### src/rtl/lsu_ctrl.sv
// Load/store unit controller: latches a decoded memory access, runs req/gnt/rvalid to data memory,
// steers byte lanes and formats load data; stalls the core until done, flags misaligned/timeout.
module lsu_ctrl #(
    parameter int DATA_WIDTH     = 32,
    parameter int TIMEOUT_CYCLES = 255
) (
    input  logic                  clk,
    input  logic                  rst,
    input  logic                  data_req_i,
    input  logic                  data_we_i,
    input  logic [1:0]            data_type_i,
    input  logic                  data_sign_ext_i,
    input  logic [DATA_WIDTH-1:0] addr_i,
    input  logic [DATA_WIDTH-1:0] wdata_i,
    output logic                  mem_req_o,
    input  logic                  mem_gnt_i,
    output logic [DATA_WIDTH-1:0] mem_addr_o,
    output logic                  mem_we_o,
    output logic [3:0]            mem_be_o,
    output logic [DATA_WIDTH-1:0] mem_wdata_o,
    input  logic                  mem_rvalid_i,
    input  logic [DATA_WIDTH-1:0] mem_rdata_i,
    output logic                  stall_o,
    output logic                  done_o,
    output logic [DATA_WIDTH-1:0] rdata_o,
    output logic                  err_o
);
    localparam int CW = (TIMEOUT_CYCLES > 0) ? $clog2(TIMEOUT_CYCLES + 1) : 1;

    typedef enum logic [1:0] {S_IDLE, S_REQ, S_WAIT} state_t;

    state_t                state, state_next;
    logic [CW-1:0]         cnt;
    logic [DATA_WIDTH-1:0] addr_lat, wdata_lat;
    logic [1:0]            type_lat;
    logic                  we_lat, sign_lat;
    logic                  aligned, timeout;
    logic [3:0]            be_lat;
    logic [DATA_WIDTH-1:0] wdata_rep, rdata_sh, rdata_fmt;

    always_comb begin
        aligned = 1'b0;
        case (data_type_i)
            2'b00:   aligned = 1'b1;
            2'b01:   aligned = ~addr_i[0];
            2'b10:   aligned = (addr_i[1:0] == 2'b00);
            default: aligned = 1'b0;
        endcase
    end

    assign timeout = (TIMEOUT_CYCLES != 0) && (cnt == CW'(TIMEOUT_CYCLES));

    // Lane steering and load formatting all work off the latched access.
    always_comb begin
        be_lat    = 4'b1111;
        wdata_rep = wdata_lat;
        case (type_lat)
            2'b00: begin
                be_lat    = 4'b0001 << addr_lat[1:0];
                wdata_rep = {4{wdata_lat[7:0]}};
            end
            2'b01: begin
                be_lat    = 4'b0011 << addr_lat[1:0];
                wdata_rep = {2{wdata_lat[15:0]}};
            end
            default: ;
        endcase
    end

    assign rdata_sh = mem_rdata_i >> {addr_lat[1:0], 3'b000};

    always_comb begin
        rdata_fmt = mem_rdata_i;
        case (type_lat)
            2'b00:   rdata_fmt = {{24{sign_lat & rdata_sh[7]}}, rdata_sh[7:0]};
            2'b01:   rdata_fmt = {{16{sign_lat & rdata_sh[15]}}, rdata_sh[15:0]};
            default: ;
        endcase
    end

    always_ff @(posedge clk) begin
        if (rst) begin
            state     <= S_IDLE;
            cnt       <= '0;
            addr_lat  <= '0;
            wdata_lat <= '0;
            type_lat  <= 2'b00;
            we_lat    <= 1'b0;
            sign_lat  <= 1'b0;
        end else begin
            state <= state_next;
            if (state_next == S_IDLE)
                cnt <= '0;
            else if (state != S_IDLE)
                cnt <= cnt + 1'b1;
            if (state == S_IDLE && data_req_i && aligned) begin
                addr_lat  <= addr_i;
                wdata_lat <= wdata_i;
                type_lat  <= data_type_i;
                we_lat    <= data_we_i;
                sign_lat  <= data_sign_ext_i;
            end
        end
    end

    always_comb begin
        state_next  = state;
        mem_req_o   = 1'b0;
        mem_addr_o  = '0;
        mem_we_o    = 1'b0;
        mem_be_o    = 4'b0000;
        mem_wdata_o = '0;
        stall_o     = 1'b0;
        done_o      = 1'b0;
        rdata_o     = '0;
        err_o       = 1'b0;
        case (state)
            S_IDLE: begin
                if (data_req_i) begin
                    if (aligned) begin
                        stall_o    = 1'b1;
                        state_next = S_REQ;
                    end else begin
                        err_o = 1'b1;
                    end
                end
            end
            S_REQ: begin
                // Abort drops the request in the same cycle so no late grant can be taken.
                if (timeout) begin
                    err_o      = 1'b1;
                    state_next = S_IDLE;
                end else begin
                    mem_req_o   = 1'b1;
                    mem_addr_o  = {addr_lat[DATA_WIDTH-1:2], 2'b00};
                    mem_we_o    = we_lat;
                    mem_be_o    = be_lat;
                    mem_wdata_o = wdata_rep;
                    stall_o     = 1'b1;
                    if (mem_gnt_i)
                        state_next = S_WAIT;
                end
            end
            S_WAIT: begin
                if (timeout) begin
                    err_o      = 1'b1;
                    state_next = S_IDLE;
                end else if (mem_rvalid_i) begin
                    done_o     = 1'b1;
                    rdata_o    = we_lat ? '0 : rdata_fmt;
                    state_next = S_IDLE;
                end else begin
                    stall_o = 1'b1;
                end
            end
            default: state_next = S_IDLE;
        endcase
    end
endmodule

### config.mk
export PLATFORM = sky130hd
export DESIGN_NAME = lsu_ctrl
export DESIGN_NICKNAME = d
export VERILOG_FILES = /design/src/rtl/lsu_ctrl.sv
export SDC_FILE = /design/constraint.sdc
export NUM_CORES = 1
export LEC_CHECK = 0
export ABC_AREA = 1
export CAP_MARGIN = 20
export CORE_ASPECT_RATIO = 0.6
export CORE_MARGIN = 1.5
export CORE_UTILIZATION = 55
export CTS_CLUSTER_DIAMETER = 60
export CTS_CLUSTER_SIZE = 20
export DETAILED_ROUTE_END_ITERATION = 10
export DONT_BUFFER_PORTS = 1
export GPL_ROUTABILITY_DRIVEN = 0
export GPL_TIMING_DRIVEN = 0
export PLACE_DENSITY = 0.7
export REMOVE_ABC_BUFFERS = 1
export SLEW_MARGIN = 20
export SYNTH_ARGS = -nofsm -noshare
export SYNTH_HDL_FRONTEND = slang
export SYNTH_SLANG_ARGS = --single-unit
### constraint.sdc
create_clock -name clk -period 1.9 [get_ports clk]
set_input_delay 0.19 -clock clk [delete_from_list [all_inputs] [get_ports clk]]
set_output_delay 0.19 -clock clk [all_outputs]
set_load 0.005 [all_outputs]
==> results of run 1 <==
==> cell usage after synthesis, types with 6 or more instances <==
master and number:
nor2_1 159, clkbuf_1 17, a21oi_1 84, nand3_1 29, dfxtp_1 78, nor2_4 12, buf_2 19, buf_6 6
o21ai_1 6, inv_1 64, o22ai_1 9, o21ai_0 85, nand2_1 77
==> cells by family after synthesis <==
logic type,after synthesis,share of synthesized area (%)
flip-flops,78,34.3
AND/OR/NAND/NOR,295,29.3
XOR/XNOR,6,1.16
multiplexers,1,0.220
buffers and inverters,117,11.9
other,1,0.0824
AO/OA/AOI/OAI,191,21.7
adder cells (fa/ha/maj),5,1.38
==> stage by stage <==
step	utilization (%)	hold slack, ns	setup TNS (ns)	power (mW)
after detailed placement	56.7	0.348	-64.20	2.62
after global placement	55.6	0.346	-295.78	2.58
after CTS	69.0	0.00175	-1.10	4.75
after global routing	71.3	0.00944	-2.52	5.02
after floorplan	-	0.339	-126.50	2.42
final	71.3	0.00738	-0.798	4.83
==> registers in the layout (all words and copies together) (netlist names) <==
signal,cells
sign_lat,1
we_lat,1
type_lat,2
state,2
cnt,8
wdata_lat,32
addr_lat,32
==> power by group through the flow <==
stage                     Sequential (mW)  Combinational [mW]  Clock [mW]
after floorplan                      1.87               0.550           0
after global placement               1.88               0.693           0
after global routing                 1.86                1.13        2.03
after CTS                            1.84               0.940        1.97
final                                1.84                1.04        1.95
after detailed placement             1.89               0.730           0
==> worst max-delay path: stages (launching register included) <==
cell     delay [ns]
dfxtp_4        0.35
buf_4          0.16
nor2_4         0.18
a22oi_2        0.11
nand2_2        0.10
nand2_4        0.08
nand3_4        0.16
nand2_8        0.15
nor2_4         0.13
==> cell type report <==
| cell class | instances | area [um2] |
|---|---|---|
| sequential | 78 | 1580 |
| fill | 639 | 2280 |
| multi-input combinational | 504 | 2830 |
| timing repair buffer | 47 | 442 |
| clock buffer | 11 | 233 |
| clock inverter | 5 | 108 |
| inverter | 71 | 334 |
| tap | 108 | 135 |
| timing repair inverter | 1 | 7.51 |
==> worst max-delay path by stage <==
stage / from / endpoint / slack [ns] / cells after the start
final: addr_lat[0] / rdata_o[20] / -0.07 / 8
after global routing: addr_lat[0] / rdata_o[18] / -0.13 / 9
after CTS: cnt[1] / rdata_o[30] / -0.08 / 11
after detailed placement: type_lat[1] / rdata_o[17] / -1.07 / 7
after global placement: state[0] / wdata_lat[11] / -3.53 / 6
after floorplan: state[0] / wdata_lat[10] / -1.87 / 6
==> metal layers <==
metal,GRT usage (%),up-vias,wire length [um]
met2,51.4,295,6920
li1,-,2283,-
met1,42.1,2299,6260
met3,10.9,40,1800
met5,0,-,0
met4,10.5,0,367
==> what timing repair did <==
item / 4_1_cts / 5_1_grt
cloned: 5 / 1
pin swaps: 16 / 9
hold buffers: 0 / 0
resized for setup: 84 / 35
endpoints found under the setup margin: 169 / 89
buffers inserted: 38 / 6
==> layout by cell type, fill, tap and decap left out, types with 5 or more instances in the layout <==
cell,n
nand2_2,5
a21oi_1,77
nor2_2,6
dfxtp_1,69
a21oi_2,7
nand2_8,5
o21ai_2,6
nor2_4,20
dfxtp_2,6
o22ai_1,9
nand3_1,28
nand2_1,70
o21ai_1,9
o21ai_0,76
buf_4,35
inv_1,56
buf_6,7
inv_2,5
clkbuf_16,10
nor2_1,148
==> out/qor.yml, run 1 <==
run_status:
  status: "finished with violations"
  violations: "setup timing"
floorplan:
  die_y_um: 73.5
  initial_core_util_pct: 57.3
  ios: 210
  fp-row-count: 25
  core_mm2: 0.00795
  die_area_mm2: 0.00884
  dieWidth_um: 120
synth:
  synth_top_area_cell: "dfxtp_1"
  synthCells: 694
  synthDistinctLibCells: 34
  ys_warn_count: 0
  ys_seq_area_share_pct: 34.3
  synth_edf_count: 0
  yosys_register_bits: 78
  synth_top_cell_area_share_pct: 34.3
  synth.avg_cell_area_um2: 6.56
  synthArstFlopShare_pct: 0
  ys.flop_type: "dfxtp_1"
  synth_area_mm2: 0.00455
  synth_area_leaders: "dfxtp_1, nor2_1, o21ai_0, a21oi_1, nand2_1"
min_path:
  hold_path.class: "in2reg"
  min_to: "wdata_lat[16]"
  min_from: "wdata_i[16]"
  holdPathStages: 2
power:
  p_per_area_mw_per_mm2: 852
  p_int_mw: 3.41
  p_switching_mw: 1.42
  ir_drop_v: 0.000644
  combPwrFrac_pct: 21.6
  seq_power_share_pct: 38.2
  leakagePower_nw: 2.25
  clockPowerShare_pct: 40.3
  switching_share_pct: 29.3
setup_path:
  arrival_ns: 1.78
  reg2regPathDepth: 9
  cp.required_ns: 1.71
  cp_max_fo: 8
  r2r-start: "state[0]"
  critical_path_class: "reg2out"
  r2r_slack_ns: 0.16
  start_kind: "register"
  end_kind: "output port"
  r2r-end: "wdata_lat[10]"
route:
  first_iter_violations: 644
  drc: 0
  routed_wl_um: 15400
  wl_per_cell_um: 18.6
  postRouteAntennaNets: 0
  via_per_inst: 5.96
  vias: 4917
  dr.pass1.iters: 7
clocking:
  cts_tree: "yes"
  cts.sinks: 78
  cts_buffers: 9
  cts.htree.levels: 3
  root_buffer: "clkbuf_16"
  clkLatencyLatePin_ns: 0.33
  clk_pin_slew_worst_paths_ns: 0.06
  clockBufferDepth: 2
grt:
  grt_pass1_wl_um: 22300
  gr-total-overflow: 0
  track_usage_pct: 32.4
  grt_max_degree: 57
  antenna_found_initial: 0
  grt_pass1_vias: 4346
timing:
  setup_viol: 22
  rsz0062_at_grt: "yes"
  timing.final.crit_period_ns: 1.97
  finClkSkew_ns: 0.00662
  timing.final.ws_setup_ns: -0.0671
  max_freq_mhz: 508
  slew_viol_final: 0
  final-hold-violation-count: 0
  min_period_over_period_pct: 104
placed_design:
  hpwl_um: 8850
  dp_cells: 760
  portBuffers: 0
  pre_cts_slack_ns: -1.07
  place_area_mm2: 0.00450
cells_and_area:
  nNetsFinal: 822
  n_antenna_cell: 0
  stdcell_area_mm2: 0.00567
  stdcell_count: 825
  drive_above_1_share_pct: 22.2
  syn_to_final_growth_pct: 24.6
run:
  max_cap_violations: 0
Power figures use the tool's default switching activity.
==> run 2, diff against run 1 <==
--- a/config.mk
+++ b/config.mk
@@ -7,5 +7,4 @@
 export LEC_CHECK = 0
 export ABC_AREA = 1
-export CAP_MARGIN = 20
 export CORE_ASPECT_RATIO = 0.6
 export CORE_MARGIN = 1.5
==> constraint.sdc (replaced) <==
create_clock -name clk -period 1.9 [get_ports clk]
set_input_delay 0.19 -clock clk [delete_from_list [all_inputs] [get_ports clk]]
set_output_delay 0.19 -clock clk [all_outputs]
set_load 0.1 [all_outputs]
==> run 2 against run 1 <==
Against the previous run: the flow still finishes with violations (setup timing); critical endpoint is now rdata_o[0]; clock skew decreased by 0.00073 ns; cell area increased by 18%; non-clock buffer count increased by 6; via count increased by 7.0%; utilization increased by 13 points; final cell count increased by 1.1%; die area unchanged; flip-flop and latch count unchanged; routed wire length increased by 19%.
==> out/qor.yml, run 2 (synthesis gave the netlist of run 1 again) <==
route:
  vias: 5263  # +7.0%
  dr.pass1.iters: 7  # unchanged
  drc: 0  # unchanged
  first_iter_violations: 840  # +30%
  postRouteAntennaNets: 0  # unchanged
  via_per_inst: 6.31  # +5.9%
  wl_per_cell_um: 21.9  # +18%
  routed_wl_um: 18300  # +19%
grt:
  gr-total-overflow: 0  # unchanged
  grt_pass1_wl_um: 26800  # +21%
  grt_max_degree: 59  # +3.5%
  grt_pass1_vias: 5034  # +16%
  track_usage_pct: 39.8  # +7.3 points
  antenna_found_initial: 0  # unchanged
setup_path:
  end_kind: "output port"
  worst-path-buf-inv: 3  # +2
  r2r-start: "state[0]"
  slowest_delay_ns: 0.84  # +0.49 ns
  start_kind: "register"
  reg2regPathDepth: 10  # +1
  cp_slowest_cell: "a211oi_4"
  cp_max_fo: 6  # -2
  crit_path_frequent_cell: "inv_2"
  r2r_slack_ns: 0.05  # -0.11 ns
  crit_start: "cnt[0]"
  cp_cell_sequence: "ha_4 -> inv_2 -> nor2_2 -> nand2_2 -> inv_2 -> nor2_4 -> nand2_8 -> buf_12 -> a211oi_4"
  arrival_ns: 2.82  # +1.04 ns
  cp.required_ns: 1.71  # about the same
  r2r-end: "cnt[7]"
  critical_path_class: "reg2out"
  critPathTopFamily: "simple AND/OR/NAND/NOR gates"
run_status:
  violations: "setup timing"
  status: "finished with violations"
run:
  max_cap_violations: 0  # unchanged
clocking:
  cts_tree: "yes"
  cts_hold_buf: 0  # unchanged
  clk_pin_slew_worst_paths_ns: 0.06  # about the same
  cts.htree.levels: 3  # unchanged
  root_buffer: "clkbuf_16"
  clkLatencyLatePin_ns: 0.33  # about the same
  cts.sinks: 78  # unchanged
  clockBufferDepth: 2  # unchanged
  cts_buffers: 9  # unchanged
timing:
  rsz0062_at_grt: "yes"
  min_period_over_period_pct: 159  # +55 points
  timing.final.ws_setup_ns: -1.11  # -1.05 ns
  timing.final.crit_period_ns: 3.01  # +1.05 ns
  setup_viol: 103  # +370%
  tightest_slew_ns: 1.09
  slew_viol_final: 0  # unchanged
  final-hold-violation-count: 0  # unchanged
  tns_ns: -73.97  # -73.18 ns
  max_freq_mhz: 332  # -35%
  finClkSkew_ns: 0.00588  # -0.000733 ns
  slew-limit-headroom_pct: 27.0
cells_and_area:
  utilization_pct: 84.0  # +13 points
  layout_common_cells: "nor2_1, nor2_4, o21ai_0, a21oi_1, nand2_1"
  largestRegisters: "addr_lat x32, wdata_lat x32, cnt x8"
  syn_to_final_growth_pct: 46.7
  layout_commonest_cell: "nor2_1"
  drive_above_1_share_pct: 35.0  # +13 points
  n_antenna_cell: 0  # unchanged
  nNetsFinal: 831  # +1.1%
  nFillCells: 451  # -29%
power:
  leakagePower_nw: 2.37  # +5.2%
  finalPower_mw: 5.72  # +18%
  p_per_area_mw_per_mm2: 858  # +0.65%
  ir_drop_v: 0.000843  # +31%
floorplan:
  dieWidth_um: 120  # unchanged
  initial_core_util_pct: 57.3  # unchanged
  ios: 210  # unchanged
  die_y_um: 73.5  # unchanged
  die_area_mm2: 0.00884  # unchanged
  core_mm2: 0.00795  # unchanged
  fp-row-count: 25  # unchanged
min_path:
  min_to: "wdata_lat[16]"
  hold_path.class: "in2reg"
  holdPathStages: 2  # unchanged
  min_from: "wdata_i[16]"
placed_design:
  hpwl_um: 9080  # +2.7%
  portBuffers: 0  # unchanged
==> run 2: through the flow <==
| step | cells | hold WS, ns | area, um2 | setup WS, ns |
|---|---|---|---|---|
| floorplan | 649 | 0.339 | 4280 | -2.86 |
| global placement | 757 | 0.346 | 4420 | -4.17 |
| detailed placement | 760 | 0.355 | 4820 | -2.44 |
| CTS | 829 | 0.00894 | 6520 | -1.15 |
| global route | 834 | 0.0268 | 6670 | -1.15 |
| finish | 834 | 0.0214 | 6670 | -1.11 |
==> run 2: worst max path at each step <==
stage	to	depth (start not counted)
6_report	rdata_o[0]	9
5_1_grt	rdata_o[6]	9
4_1_cts	rdata_o[1]	8
3_5_place_dp	rdata_o[19]	10
3_3_place_gp	stall_o	4
2_1_floorplan	stall_o	4
==> run 2: what timing repair did <==
item                       4_1_cts  5_1_grt
gates resized for setup        173       38
pin swaps                       31       25
setup buffers                   39        7
gates cloned                    14        1
setup endpoints to repair      171      132
hold endpoints to repair         0        0
==> run 2: cell type report <==
cell class                      instances  area (um2)  area share, %
Multi-Input combinational cell        504        3510           52.6
Sequential cell                        78        1580           23.7
Clock buffer                            9         225           3.38
Clock inverter                          7         121           1.82
Timing Repair inverter                  4        40.0          0.600
Inverter                               71         357           5.34
Timing Repair Buffer                   53         707           10.6
Tap cell                              108         135           2.03
==> run 2: layer usage <==
metal	part of all wire, %	vias up	wire length, um	track usage, %
li1	-	2302	-	-
met1	38	2452	7040	49.9
met2	44	411	8110	63.4
met3	13	98	2360	13.4
met4	4.3	0	792	16.7
met5	0	-	0	0
==> run 2: power breakdown <==
group          total [mW]  switching, mW  internal, mW
logic                1.86           1.38         0.485
registers            1.86         0.0901          1.77
clock network        2.00          0.711          1.29
==> run 3, diff against run 2 <==
REMOVE_ABC_BUFFERS = not set   (was 1)
==> run 3 against run 2 <==
Against the previous run: the flow still finishes with violations (setup timing); critical path depth is the same; flip-flop and latch count is the same; cell area shrank 1.4%; clock skew grew 0.0015 ns; largest power group is now registers; worst setup slack gained 0.030 ns; register-to-register slack lost 0.17 ns; largest cell class unchanged; critical path type unchanged; non-clock buffer count grew 32; power shrank 8.2%.
==> out/qor.yml, run 3 (synthesis gave the netlist of run 1 again) <==
cells_and_area:
  drive_above_1_share_pct: 34.4  # -0.63 points
  largestRegisters: "addr_lat x32, wdata_lat x32, cnt x8"
  nNetsFinal: 856  # +3.0%
  syn_to_final_growth_pct: 44.6
  stdcell_count: 859  # +3.0%
  n_antenna_cell: 0  # unchanged
  layout_common_cells: "nor2_1, nor2_4, dfxtp_1, a21oi_1, o21ai_0"
  layout_commonest_cell: "nor2_1"
route:
  routed_wl_um: 17700  # -3.4%
  postRouteAntennaNets: 0  # unchanged
  first_iter_violations: 592  # -30%
  via_per_inst: 6.11  # -3.2%
  vias: 5250  # -0.25%
  wl_per_cell_um: 20.6  # -6.2%
  dr.pass1.iters: 6  # -1
  drc: 0  # unchanged
timing:
  timing.final.crit_period_ns: 2.98  # -0.0296 ns
  final-hold-violation-count: 0  # unchanged
  timing.final.ws_setup_ns: -1.08  # +0.0296 ns
  slew-limit-headroom_pct: 27.4  # +0.45 points
  rsz0062_at_grt: "yes"
  finClkSkew_ns: 0.00734  # +0.00145 ns
  slew_viol_final: 0  # unchanged
  min_period_over_period_pct: 157  # -1.6 points
  max_freq_mhz: 335  # +0.99%
  setup_viol: 105  # +1.9%
  tightest_slew_ns: 1.08  # -0.00672 ns
power:
  p_per_area_mw_per_mm2: 798  # -6.9%
  finalPower_mw: 5.25  # -8.2%
  ir_drop_v: 0.000680  # -19%
  leakagePower_nw: 2.39  # +0.81%
clocking:
  clk_pin_slew_worst_paths_ns: 0.06  # about the same
  cts_hold_buf: 0  # unchanged
  cts.sinks: 78  # unchanged
  cts.htree.levels: 3  # unchanged
  root_buffer: "clkbuf_16"
  cts_tree: "yes"
  clkLatencyLatePin_ns: 0.34  # about the same
  clockBufferDepth: 2  # unchanged
  cts_buffers: 9  # unchanged
setup_path:
  reg2regPathDepth: 13  # +3
  end_kind: "output port"
  cp_slowest_cell: "a211oi_4"
  critical_path_class: "reg2out"
  cp.required_ns: 1.71  # about the same
  start_kind: "register"
  crit_path_frequent_cell: "nor2_4"
  cp_cell_sequence: "ha_4 -> inv_4 -> nor2_4 -> nand2_2 -> inv_2 -> nor2_4 -> nand2_4 -> buf_12 -> a211oi_4"
  arrival_ns: 2.79  # -0.03 ns
  cp_max_fo: 5  # -1
  slowest_delay_ns: 0.84  # about the same
floorplan:
  initial_core_util_pct: 57.3  # unchanged
  die_area_mm2: 0.00884  # unchanged
  core_mm2: 0.00795  # unchanged
  die_y_um: 73.5  # unchanged
  dieWidth_um: 120  # unchanged
  ios: 210  # unchanged
  fp-row-count: 25  # unchanged
grt:
  track_usage_pct: 37.2  # -2.6 points
  gr-total-overflow: 0  # unchanged
  antenna_found_initial: 0  # unchanged
  grt_max_degree: 14  # -76%
  grt_pass1_wl_um: 25200  # -6.1%
  grt_pass1_vias: 4775  # -5.1%
run_status:
  status: "finished with violations"
  violations: "setup timing"
placed_design:
  portBuffers: 0  # unchanged
  dp_cells: 803  # +5.7%
  hpwl_um: 11500  # +27%
min_path:
  hold_path.class: "in2reg"
  holdPathStages: 2  # unchanged
run:
  max_cap_violations: 0  # unchanged
## run 3: worst max-delay path, delay by kind of cell (launching register included)
family | cells | cell delay (ns)
AOI/OAI and AO/OA | 1 | 0.84
and+or+nand+nor | 4 | 0.78
DFF | 1 | 0.35
buffers and inverters | 3 | 0.29
adders and majority gates | 1 | 0.18
## run 3: where the power goes
part           switching, mW  leakage, nW  internal, mW  total, mW
clock                  0.690        0.124         0.918       1.61
sequential            0.0725        0.642          1.77       1.84
combinational           1.35         1.62         0.453       1.81
## run 3: worst paths after layout
check                 from  slack [ns]             to
min reg2reg  wdata_lat[27]        0.49  wdata_lat[27]
max                 cnt[1]       -1.08     rdata_o[2]
min            wdata_i[14]        0.01  wdata_lat[14]
max reg2reg       state[0]       -0.12         cnt[7]
## run 3: area by class of cell
class | instances | area [um2]
Buffer | 45 | 378
Clock buffer | 11 | 243
Clock inverter | 5 | 35.0
Fill cell | 474 | 1370
Inverter | 71 | 343
Multi-Input combinational cell | 500 | 3470
Sequential cell | 78 | 1570
Tap cell | 108 | 135
Timing Repair Buffer | 40 | 393
Timing Repair inverter | 1 | 8.76
## run 3: through the flow
stage	setup TNS, ns	hold slack (ns)	utilization [%]	worst slack [ns]	instance area (um2)
3_3_place_gp	-56.01	0.344	67.4	-1.06	5360
6_report	-60.90	0.0109	82.8	-1.08	6580
4_1_cts	-55.76	0.0108	80.6	-1.08	6400
3_5_place_dp	-55.40	0.356	68.1	-0.962	5410
5_1_grt	-64.47	0.0157	82.8	-1.13	6580
2_1_floorplan	-33.03	0.337	-	-0.742	5220
## run 3: layer usage
layer	part of all wire [%]	up-vias	track usage (%)	wire (um)
met1	39	2459	47.4	6820
met2	46	373	60.5	8070
met3	12	85	11.8	2090
li1	-	2333	-	-
met4	4.0	0	12.7	707
met5	0	-	0	0
## run 3: repair_timing
item                                    CTS  global route
setup buffers                            33             8
endpoints found under the setup margin  152           129
pin swaps                                34            30
gates resized for setup                 111            41
endpoints found under the hold margin     0             0
cloned                                    2             0
